### config.mk
export PLATFORM = sky130hd
export DESIGN_NAME = irrigation_sequencer
export DESIGN_NICKNAME = d
export VERILOG_FILES = /design/src/rtl/irrigation_pkg.sv /design/src/rtl/tick_prescaler.sv /design/src/rtl/irrigation_sequencer.sv
export SDC_FILE = /design/constraint.sdc
export NUM_CORES = 1
export LEC_CHECK = 0
export BUFFER_PORTS_ARGS = -buffer_cell sky130_fd_sc_hd__buf_2
export CAP_MARGIN = 10
export CORE_UTILIZATION = 35
export DETAILED_ROUTE_END_ITERATION = 10
export GPL_TIMING_DRIVEN = 0
export PLACE_DENSITY_LB_ADDON = 0.08
export SLEW_MARGIN = 10
export SYNTH_ARGS = -nofsm -noshare
export SYNTH_HDL_FRONTEND = slang
export SYNTH_HIERARCHICAL = 1
export SYNTH_SLANG_ARGS = --single-unit
### constraint.sdc
create_clock -name clk -period 1.3 [get_ports clk]
set_input_delay 0.065 -clock clk [delete_from_list [all_inputs] [get_ports clk]]
set_output_delay 0.065 -clock clk [all_outputs]
set_load 0.01 [all_outputs]
### src/rtl/irrigation_pkg.sv
`default_nettype none
// ============================================================================
// Module      : irrigation_pkg
// Description : Shared state encoding and field widths for the irrigation
//               sequencer and its prescaler.
// Revision    : 1.0 - initial release
// ============================================================================
package irrigation_pkg;

    localparam int c_DUR_W = 4;

    typedef enum logic [1:0] {
        ST_IDLE  = 2'd0,
        ST_RUN   = 2'd1,
        ST_PAUSE = 2'd2,
        ST_DONE  = 2'd3
    } irr_state_t;

endpackage
`default_nettype wire

### src/rtl/tick_prescaler.sv
`default_nettype none
// ============================================================================
// Module      : tick_prescaler
// Description : Divides clk into irrigation time units; flags the last count.
// Revision    : 1.0 - initial release
// ============================================================================
module tick_prescaler
    import irrigation_pkg::*;
#(
    parameter int TICK_DIV = 1000
) (
    input  logic clk,
    input  logic rst,
    input  logic enable,
    input  logic clear,
    output logic wrap
);

    localparam int                 c_CNT_W = (TICK_DIV > 1) ? $clog2(TICK_DIV) : 1;
    localparam logic [c_CNT_W-1:0] c_LAST  = c_CNT_W'(TICK_DIV - 1);

    logic [c_CNT_W-1:0] r_count;

    always_ff @(posedge clk or negedge rst) begin
        if (!rst) begin
            r_count <= '0;
        end else if (clear) begin
            r_count <= '0;
        end else if (enable) begin
            r_count <= (r_count == c_LAST) ? '0 : r_count + c_CNT_W'(1);
        end
    end

    // High while the count sits on its last value; the enabled edge that
    // leaves this value is the wrap that retires one time unit.
    assign wrap = (r_count == c_LAST);

endmodule
`default_nettype wire

### src/rtl/irrigation_sequencer.sv
`default_nettype none
// ============================================================================
// Module      : irrigation_sequencer
// Description : Valve sequencing FSM with remaining-time counter, water
//               supply pause and abort handling.
// Revision    : 1.0 - initial release
// ============================================================================
module irrigation_sequencer
    import irrigation_pkg::*;
#(
    parameter int TICK_DIV = 1000
) (
    input  logic               clk,
    input  logic               rst,
    input  logic               start,
    input  logic [c_DUR_W-1:0] duration,
    input  logic               abort,
    input  logic               water_ok,
    output logic               valve,
    output logic               busy,
    output logic [c_DUR_W-1:0] remaining,
    output logic               done,
    output logic               fault
);

    logic [1:0]         r_rst_sync;
    logic               w_rst_n;
    irr_state_t         r_state;
    logic               r_valve;
    logic               r_busy;
    logic [c_DUR_W-1:0] r_remaining;
    logic               r_done;
    logic               r_fault;
    logic               w_wrap;
    logic               w_tick_en;
    logic               w_tick_clr;

    // Assertion reaches every flop at once; release is delayed two edges.
    always_ff @(posedge clk or negedge rst) begin
        if (!rst) begin
            r_rst_sync <= 2'b00;
        end else begin
            r_rst_sync <= {r_rst_sync[0], 1'b1};
        end
    end

    assign w_rst_n = r_rst_sync[1];

    // The cycle in which water loss is seen still had the valve open, so it
    // counts; only a wrap on that same cycle is held back, keeping remaining.
    assign w_tick_en  = (r_state == ST_RUN) && !abort && (water_ok || !w_wrap);
    assign w_tick_clr = !((r_state == ST_RUN) || (r_state == ST_PAUSE)) || abort;

    tick_prescaler #(
        .TICK_DIV (TICK_DIV)
    ) u_prescaler (
        .clk    (clk),
        .rst    (w_rst_n),
        .enable (w_tick_en),
        .clear  (w_tick_clr),
        .wrap   (w_wrap)
    );

    always_ff @(posedge clk or negedge w_rst_n) begin
        if (!w_rst_n) begin
            r_state     <= ST_IDLE;
            r_valve     <= 1'b0;
            r_busy      <= 1'b0;
            r_remaining <= '0;
            r_done      <= 1'b0;
            r_fault     <= 1'b0;
        end else begin
            r_done <= 1'b0;
            case (r_state)
                ST_IDLE: begin
                    if (start) begin
                        if (duration != '0) begin
                            r_state     <= ST_RUN;
                            r_remaining <= duration;
                            r_valve     <= 1'b1;
                            r_busy      <= 1'b1;
                        end else begin
                            r_state     <= ST_DONE;
                            r_remaining <= '0;
                        end
                    end
                end

                ST_RUN: begin
                    if (abort) begin
                        r_state     <= ST_IDLE;
                        r_valve     <= 1'b0;
                        r_busy      <= 1'b0;
                        r_fault     <= 1'b0;
                        r_remaining <= '0;
                    end else if (!water_ok) begin
                        r_state <= ST_PAUSE;
                        r_valve <= 1'b0;
                        r_fault <= 1'b1;
                    end else if (w_wrap) begin
                        if (r_remaining <= c_DUR_W'(1)) begin
                            r_state     <= ST_DONE;
                            r_remaining <= '0;
                            r_valve     <= 1'b0;
                            r_busy      <= 1'b0;
                        end else begin
                            r_remaining <= r_remaining - c_DUR_W'(1);
                        end
                    end
                end

                ST_PAUSE: begin
                    if (abort) begin
                        r_state     <= ST_IDLE;
                        r_valve     <= 1'b0;
                        r_busy      <= 1'b0;
                        r_fault     <= 1'b0;
                        r_remaining <= '0;
                    end else if (water_ok) begin
                        r_state <= ST_RUN;
                        r_valve <= 1'b1;
                        r_fault <= 1'b0;
                    end
                end

                // The registered done pulse appears on the cycle after DONE.
                ST_DONE: begin
                    r_state <= ST_IDLE;
                    r_done  <= 1'b1;
                end

                default: begin
                    r_state <= ST_IDLE;
                end
            endcase
        end
    end

    assign valve     = r_valve;
    assign busy      = r_busy;
    assign remaining = r_remaining;
    assign done      = r_done;
    assign fault     = r_fault;

endmodule
`default_nettype wire

==> flow_metrics.env <==
export IMPL_run_status="complete, but fails checks"
export IMPL_violations="negative setup slack"
export IMPL_htreeDepth=1
export IMPL_synth_top_area_share_pct=40.9
export IMPL_antenna_left=0
export IMPL_internal_power_mw=2.10
export IMPL_synth_simple_gate_area_share_pct=20.6
export IMPL_synthAdderAreaFrac_pct=6.51
export IMPL_worst_pin_slew_ps=846
export IMPL_path_cells="ha_2, and2_4, nand4_4, inv_6, a21oi_4, buf_6, o2111a_1, nand4_1, xor2_1, a211oi_2"
export IMPL_synth_mux_area_share_pct=3.63
export IMPL_p_sw_mw=1.39
export IMPL_nFillCells=347
export IMPL_yosys_warnings=6
export IMPL_die_area_sq_um=4090
export IMPL_arrival_ps=2060
export IMPL_fin_ws_ps=-582
export IMPL_grt_pass1_vias=1123
export IMPL_p_leak_nw=0.781
export IMPL_dr_pass1_iters=4
export IMPL_ioPinCount=17
export IMPL_io_buffers=16
export IMPL_grt_max_degree=21
export IMPL_finalSetupTns_ps=-8690
export IMPL_clkPwrFrac_pct=12.4
export IMPL_synth_area_per_cell_sq_um=10.1
export IMPL_antenna_found_initial=0
export IMPL_yosys_top_cells_area="dfrtp_1 (41%), ha_1 (6.5%), a21oi_1 (3.7%)"
export IMPL_syn_num_nets=149
export IMPL_cts_tree="done"
export IMPL_via_count=1140
export IMPL_dp_hpwl_mm=2.11
export IMPL_clkTransAtPathRegs_ps=80
export IMPL_synth_distinct_cells=49
export IMPL_ys_flop_type="dfrtp_1"
export IMPL_die_height_um=64.0
export IMPL_post_drt_wl_per_cell_um=14.0
export IMPL_total_power_mw=3.50
export IMPL_hold_class="in2async"
export IMPL_core_area_sq_um=3660
export IMPL_power_frac_seq_pct=27.7
export IMPL_synth_xor_area_share_pct=3.26
export IMPL_rows=22
export IMPL_skew_ps=2.00
export IMPL_initial_utilization_pct=36.7
export IMPL_routed_via_density=5.14
export IMPL_routabilityCongestion=0.780
export IMPL_crit_buf_inv=2
export IMPL_synth_compound_area_share_pct=21.8
export IMPL_grt_overflow=0
export IMPL_crit_slowest_cell="dfrtp_1"
export IMPL_die_w_um=64.0
export IMPL_ys_seq_area_share_pct=40.9
export IMPL_rrSetupSlack_ps=-580
export IMPL_hold_viol=0
export IMPL_diodes=0
export IMPL_holdWs_ps=105
export IMPL_path_class="reg2reg"
export IMPL_grt_pass1_wl_mm=5.40
export IMPL_gr_usage_all_layers_pct=17.2
export IMPL_post_route_period_util_pct=145
export IMPL_cp_end_kind="register"
export IMPL_syn_area_sq_um=1350
export IMPL_max_stage_delay_ps=390
export IMPL_maxCapViolCount=0
export IMPL_synth_edf_count=0
export IMPL_max_freq_ghz=0.531
export IMPL_synthArstFlopShare_pct=100
export IMPL_area_growth_pct=33.8
export IMPL_critPathLaunchType="register"
export IMPL_drc=0
export IMPL_ys_seq_elements=22
export IMPL_peakVddDrop_mv=0.917
export IMPL_final_area_sq_um=1800
export IMPL_setup_viol=18
export IMPL_combPwrFrac_pct=59.8
export IMPL_ctsRootBufferMaster="clkbuf_8"
export IMPL_synth_top_family_by_area="compound AO/OA/AOI/OAI gates"
export IMPL_rsz0062_at_grt="true"
export IMPL_max_slew_margin_rel_pct=43.6
export IMPL_multi_input_area_sq_um=838
export IMPL_cts_sinks=22
export IMPL_cts_buffers=3
export IMPL_slew_viol_final=0
export IMPL_critPathRequiredTime_ps=1480
export IMPL_fin_crit_ps=1880
export IMPL_synth_cells=133
export IMPL_synth_area_leader_cell="dfrtp_1"
export IMPL_final_net_count=192
export IMPL_clk_latency_ps=260
export IMPL_placed_area_sq_um=1520
export IMPL_drive_gt1_share_pct=43.1
export IMPL_p_per_area_nw_per_um2=1950
export IMPL_swShare_pct=39.9
export IMPL_seq_area_sq_um=552
export IMPL_initialDrtViolationCount=22
export IMPL_cts_buffer_depth=2
export IMPL_wl_mm=3.12
export IMPL_critPathMaxFanout=4
export IMPL_critical_path_top_delay_family="compound AO/OA/AOI/OAI gates"
per-stage QoR:
step | utilization (%) | cells | setup slack (ps)
after floorplan | - | 133 | -567
after global placement | 41.5 | 197 | -749
after detailed placement | 41.5 | 197 | -786
after CTS | 48.0 | 220 | -604
after global routing | 49.1 | 222 | -700
final | 49.1 | 222 | -582
worst paths after layout:
| check | from | to | cells after the start |
|---|---|---|---|
| setup / recovery | u_prescaler/r_count[1] | u_prescaler/r_count[8] | 10 |
| min in group clk | abort | fault | 3 |
| hold reg to reg | r_rst_sync[0] | r_rst_sync[1] | 0 |
| setup reg to reg | u_prescaler/r_count[1] | u_prescaler/r_count[8] | 10 |
| max in group asynchronous | r_rst_sync[1] | u_prescaler/r_count[5] | 0 |
| hold / removal | rst | r_rst_sync[1] | 2 |
area by class of cell:
| class | instances | area share (%) |
|---|---|---|
| buffer | 2 | 0.834 |
| sequential | 22 | 30.7 |
| inverter | 8 | 2.09 |
| multi-input combinational | 101 | 46.6 |
| timing repair buffer | 38 | 14.2 |
| tap | 48 | 3.34 |
| clock buffer | 3 | 2.29 |
synth_stat cells, types with 2 or more instances:
library cell and number:
nand4_1 2, nor2_1 10, inv_1 7, nand2b_1 4
o21ai_0 2, nor3_1 2, a21oi_1 10, a211oi_1 4
or3_1 3, ha_1 7, nand2_1 10, nand3_1 4
xor2_1 5, a22o_1 2, a31oi_1 3, dfrtp_1 22
nor2b_1 2, mux2_2 2, o2bb2ai_1 2
state kept, by name, indices dropped and copies added, names as in the netlist:
register and flops:
valve 1, r_rst_sync 2, r_state 2, done 1
u_prescaler/r_count 10, remaining 4, fault 1, busy 1
placed cells by master, fill, tap and decap left out, drive strengths merged:
master	instances
dlygate4sd3	1
xor2	5
o21ai	3
inv	8
a21oi	10
a22o	2
nand3	5
clkbuf	4
o211ai	1
conb	1
nand3b	1
or4	1
nor3	3
nand2b	5
and4	1
o2111a	1
o32a	1
dfrtp	22
ha	7
nand4	3
mux2	4
nor2b	2
a2111oi	1
a31oi	3
a211oi	5
or2	1
o21ba	1
buf	38
a211o	1
and2	1
and3	1
o22a	1
a311oi	1
or2b	1
o41ai	2
nand2	10
or3	3
a21o	1
nor2	10
o2bb2ai	2
power by group through the flow:
| stage | clock, mW | combinational (mW) | sequential (mW) |
|---|---|---|---|
| 2_1_floorplan | 0 | 1.20 | 1.03 |
| 3_3_place_gp | 0 | 1.62 | 0.999 |
| 3_5_place_dp | 0 | 1.63 | 1.01 |
| 4_1_cts | 0.453 | 2.02 | 0.967 |
| 5_1_grt | 0.478 | 2.30 | 0.990 |
| 6_report | 0.435 | 2.09 | 0.971 |
what timing repair did:
item / 4_1_cts / 5_1_grt
gates resized for setup: 14 / 6
pin swaps: 13 / 6
endpoints found under the setup margin: 19 / 19
hold endpoints to repair: 2 / 0
setup buffers: 19 / 2
hold buffers: 1 / 0
cell families after synthesis:
group	count (synthesis)
xor+xnor	5
other cells	1
simple gates	48
buf+inv	10
fa+ha+maj	7
mux	4
flops	22
compound gates	36
metal layers:
metal / GRT usage (%) / routed length [um] / vias up / share of wire [%]
li1: - / - / 569 / -
met1: 23.6 / 1490 / 554 / 48
met2: 27.5 / 1530 / 15 / 49
met3: 2.68 / 80 / 2 / 2.6
met4: 5.40 / 13 / 0 / 0.42
met5: 0 / 0 / - / 0
(Power assumes the default switching activity.)
